<file path="src/rtl/seq_divider_pkg.sv">
// rtl/seq_divider_pkg.sv - shared types and width constants for the sequential divider
package seq_divider_pkg;

  typedef enum logic [1:0] {
    IDLE = 2'd0,
    RUN  = 2'd1,
    DONE = 2'd2
  } state_t;

  localparam int N_DEFAULT = 16;

  function automatic int cnt_width(input int width);
    return (width > 1) ? $clog2(width) : 1;
  endfunction

  localparam int CNT_W = cnt_width(N_DEFAULT);

endpackage

</file>
<file path="src/rtl/seq_divider_div_step.sv">
// rtl/seq_divider_div_step.sv - one combinational restoring-division iteration
module div_step
  import seq_divider_pkg::*;
#(
  parameter int n = N_DEFAULT
) (
  input  logic [n:0]   r,
  input  logic [n-1:0] q,
  input  logic [n-1:0] divisor,
  output logic [n:0]   r_next,
  output logic [n-1:0] q_next
);

  logic [n+1:0] wide;
  logic [n+1:0] diff;
  logic         borrow;

  // One guard bit above R makes the borrow of the trial subtract explicit.
  assign wide   = {r, q[n-1]};
  assign diff   = wide - {2'b00, divisor};
  assign borrow = diff[n+1];

  assign r_next = borrow ? wide[n:0] : diff[n:0];
  assign q_next = {q[n-2:0], ~borrow};

endmodule

</file>
<file path="src/rtl/seq_divider.sv">
// rtl/seq_divider.sv - n-cycle unsigned restoring divider with start/valid handshake
module seq_divider
  import seq_divider_pkg::*;
#(
  parameter int n = N_DEFAULT
) (
  input  logic         clock,
  input  logic         reset,
  input  logic         start,
  input  logic [n-1:0] dividend,
  input  logic [n-1:0] divisor,
  output logic [n-1:0] quotient,
  output logic [n-1:0] remainder,
  output logic         valid,
  output logic         busy,
  output logic         div_by_zero
);

  localparam int            CW   = cnt_width(n);
  localparam logic [CW-1:0] LAST = CW'(n - 1);

  state_t         state;
  state_t         next_state;
  logic [n:0]     r_reg;
  logic [n-1:0]   q_reg;
  logic [n-1:0]   dvs_reg;
  logic [CW-1:0]  count;
  logic [n:0]     r_next;
  logic [n-1:0]   q_next;
  logic           zero_div;

  div_step #(.n(n)) u_step (
    .r       (r_reg),
    .q       (q_reg),
    .divisor (dvs_reg),
    .r_next  (r_next),
    .q_next  (q_next)
  );

  assign zero_div = (divisor == '0);
  assign valid    = (state == DONE);
  assign busy     = (state == RUN);

  always_comb begin
    next_state = state;
    case (state)
      IDLE, DONE: begin
        if (start) next_state = zero_div ? DONE : RUN;
        else       next_state = IDLE;
      end
      RUN: begin
        if (count == LAST) next_state = DONE;
      end
      default: next_state = IDLE;
    endcase
  end

  always_ff @(posedge clock or posedge reset) begin
    if (reset) begin
      state       <= IDLE;
      r_reg       <= '0;
      q_reg       <= '0;
      dvs_reg     <= '0;
      count       <= '0;
      quotient    <= '0;
      remainder   <= '0;
      div_by_zero <= 1'b0;
    end else begin
      state <= next_state;
      if (state == RUN) begin
        r_reg <= r_next;
        q_reg <= q_next;
        count <= count + CW'(1);
        // The last iteration lands straight in the result registers.
        if (count == LAST) begin
          quotient    <= q_next;
          remainder   <= r_next[n-1:0];
          div_by_zero <= 1'b0;
        end
      end else if (start) begin
        if (zero_div) begin
          quotient    <= '1;
          remainder   <= dividend;
          div_by_zero <= 1'b1;
        end else begin
          r_reg   <= '0;
          q_reg   <= dividend;
          dvs_reg <= divisor;
          count   <= '0;
        end
      end
    end
  end

endmodule

</file>
<file path="config.mk">
export PLATFORM = sky130hd
export DESIGN_NAME = seq_divider
export DESIGN_NICKNAME = d
export VERILOG_FILES = /design/src/rtl/seq_divider_pkg.sv /design/src/rtl/seq_divider_div_step.sv /design/src/rtl/seq_divider.sv
export SDC_FILE = /design/constraint.sdc
export NUM_CORES = 1
export LEC_CHECK = 0
export ABC_AREA = 1
export BUFFER_PORTS_ARGS = -buffer_cell sky130_fd_sc_hd__buf_2
export CAP_MARGIN = 20
export CORE_MARGIN = 2
export CORE_UTILIZATION = 58
export CTS_CLUSTER_DIAMETER = 30
export DETAILED_ROUTE_END_ITERATION = 10
export MAX_ROUTING_LAYER = met4
export PLACE_DENSITY = 0.91
export SLEW_MARGIN = 20
export SYNTH_ARGS = -nofsm -noshare
export SYNTH_HDL_FRONTEND = slang
export SYNTH_SLANG_ARGS = --single-unit
</file>
<file path="constraint.sdc">
create_clock -name clock -period 3.35 [get_ports clock]
set_input_delay 0.67 -clock clock [delete_from_list [all_inputs] [get_ports clock]]
set_output_delay 0.67 -clock clock [all_outputs]
set_load 0.1 [all_outputs]
</file>
==> flow_summary.yaml <==
run_status:
  status: "finished clean"
floorplan:
  dieWidth_microns: 99.0
  initial_standard_cell_utilization_of_the_core_pct: 60.0
  placement_rows: 34
  die-area_sq_um: 9800
  die_height_microns: 99.0
  ioPinCount: 70
  coreArea_sq_um: 8720
timing:
  maximum_clock_rate_mhz: 416
  final_min_period_over_clock_period_pct: 71.8
  setup_viol: 0
  final_max_slew_viol_count: 0
  slew-limit-headroom_pct: 57.4
  worst_slew_pin_slew_ps: 638
  grt_setup_unrepaired: "no"
  clock-skew-final_ps: 10.2
  final_hold_viol_count: 0
  post-route-min-period_ps: 2410
  final.setup.tns_ps: 0
synth:
  ys_dominant_reg_cell: "sky130_fd_sc_hd__dfrtp_1"
  syn-num-nets: 724
  synthDistinctLibCells: 40
  synth_seq_cells: 88
  synthesis.area_sq_um: 5240
  ys_top_cells_by_area: "sky130_fd_sc_hd__dfrtp_1 42%, sky130_fd_sc_hd__nand2_1 11%, sky130_fd_sc_hd__inv_1 7.1%"
  synth_top_area_cell: "sky130_fd_sc_hd__dfrtp_1"
  yosys.cell_count.top_type: "sky130_fd_sc_hd__nand2_1"
  postSynth.asyncResetShare_pct: 100
  synth_top_cells_by_count: "151 x sky130_fd_sc_hd__nand2_1, 99 x sky130_fd_sc_hd__inv_1, 88 x sky130_fd_sc_hd__dfrtp_1, 65 x sky130_fd_sc_hd__nor2_1, 47 x sky130_fd_sc_hd__nand3_1"
  synth-seq-area-share_pct: 42.1
  synth_edf_count: 0
  synth_top_area_share_pct: 42.1
  cell_count_after_synthesis: 671
  synth.avg_cell_area_sq_um: 7.80
  synth-warning-count: 0
cts:
  clk_transition_reported_paths_ps: 100
  clockBufferDepth: 2
  post_cts_buffers: 0
  ctsHoldBuffers: 0
  clock_sink_count: 88
  h-tree-depth: 3
  numCtsBuffers: 9
  tritoncts_clock_tree: "done"
  root_buffer: "sky130_fd_sc_hd__clkbuf_8"
  worstSkewPairLatency_ps: 360
  cts_resized: 0
worst_setup_path:
  reg2reg_to: "remainder[10]"
  reg2reg_slack_ps: 1020
  critical_path.reg2reg.startpoint: "r_reg[6]"
  critical_path_arrival_ps: 1740
  ff2ff_path_depth: 13
  timing.critical_path.from_type: "flop"
  timing.critical_path.to_type: "primary output"
  largest_driver_fanout_on_the_critical_path: 18
  timing_worst_setup_path_type: "flop to primary output"
  critical_path_required_ps: 2680
finish:
  diodes: 0
  final_net_count: 791
  area_delta_synth_final_pct: 12.0
  drive_gt1_share_pct: 21.3
  fin_util_pct: 67.2
  largest_register_ffs: 17
global_route:
  grt_start_max_net_pins: 38
  grt_pass1_wl_microns: 21000
  grtUsageTotal_pct: 27.5
  grt_pass1_vias: 4489
  aggregate_global_routing_overflow: 0
  antenna_found_initial: 0
drt:
  drt_pre_antenna_iters: 5
  vias_per_cell: 5.49
  average_detailed_routed_wire_length_per_instance_microns: 14.8
  number_of_vias_after_detailed_routing: 4674
  route.final.wire_length_microns: 12600
  drt_iter0_markers: 328
  met3_length_microns: 830
  route.detailed.drc: 0
  met2_wirelength_microns: 5830
  highest-signal-layer: "met4"
  ant_nets: 0
  wl_met1_microns: 5720
placement:
  half_perimeter_wire_length_after_placement_microns: 9840
  place.port_buffers: 69
  gp_congestion: 0.903
min_path:
  hp-class: "input port to async pin"
job:
  maxCapViolCount: 0
[worst max path at each step]
stage	startpoint	slack, ps	endpoint	depth (start not counted)
floorplan	reset	400	count[0]	1
global placement	divisor[4]	1010	count[1]	9
detailed placement	divisor[0]	910	q_reg[3]	10
CTS	state[1]	980	busy	5
global route	q_reg[15]	820	remainder[14]	16
finish	state[1]	940	busy	5
[metal layers]
layer  global-route usage [%]  vias to the layer above
li1                         -                     2287
met2                     42.6                      202
met4                     8.54                        0
met5                        -                        -
met1                     37.8                     2166
met3                     3.83                       19
[layout make-up]
type,instances,area [sq um]
multi-input cells,453,2470
fillers,692,2860
repair buffers,79,448
inverters,107,408
flip-flops and latches,88,2200
well taps,108,135
clock buffers,10,128
clock inverters,6,75.1
[worst max-delay path: stages, from the launching register on]
cell and delay (ps):
sky130_fd_sc_hd__dfrtp_1 410, sky130_fd_sc_hd__inv_1 110, sky130_fd_sc_hd__nand2_1 170, sky130_fd_sc_hd__buf_4 260, sky130_fd_sc_hd__inv_1 210, sky130_fd_sc_hd__buf_12 210
[through the flow]
step | hold WS (ps) | cells | setup WS (ps) | instance area [sq um]
2_1_floorplan | 416 | 671 | 401 | 5240
3_3_place_gp | 438 | 834 | 1010 | 5640
3_5_place_dp | 462 | 835 | 909 | 5660
4_1_cts | 381 | 851 | 982 | 5860
5_1_grt | 411 | 851 | 816 | 5860
6_report | 357 | 851 | 944 | 5860
[layout by cell type, fill, tap and decap left out, types with 4 or more instances in the layout]
cell	n
sky130_fd_sc_hd__a21oi_1	26
sky130_fd_sc_hd__a22oi_1	12
sky130_fd_sc_hd__buf_2	68
sky130_fd_sc_hd__buf_4	9
sky130_fd_sc_hd__clkbuf_8	9
sky130_fd_sc_hd__dfrtp_1	88
sky130_fd_sc_hd__ha_1	17
sky130_fd_sc_hd__inv_1	98
sky130_fd_sc_hd__inv_2	6
sky130_fd_sc_hd__nand2_1	151
sky130_fd_sc_hd__nand2_2	6
sky130_fd_sc_hd__nand2_4	4
sky130_fd_sc_hd__nand3_1	47
sky130_fd_sc_hd__nand3_2	23
sky130_fd_sc_hd__nand4_1	22
sky130_fd_sc_hd__nor2_1	65
sky130_fd_sc_hd__o21ai_0	34
sky130_fd_sc_hd__or2_2	16
sky130_fd_sc_hd__xor2_1	4
[kinds of logic after synthesis]
kind of cell               count (synthesis)  synth area share, %
adders and majority gates                 18                 4.44
xor gates and xnor gates                   7                 1.17
and+or+nand+nor                          341                 31.9
buffers and inverters                    130                 10.8
AOI/OAI and AO/OA                         87                 9.63
DFF                                       88                 42.1
Power is not shown: default switching activity piles up to over one toggle a cycle in this logic, so the estimate is an artifact.
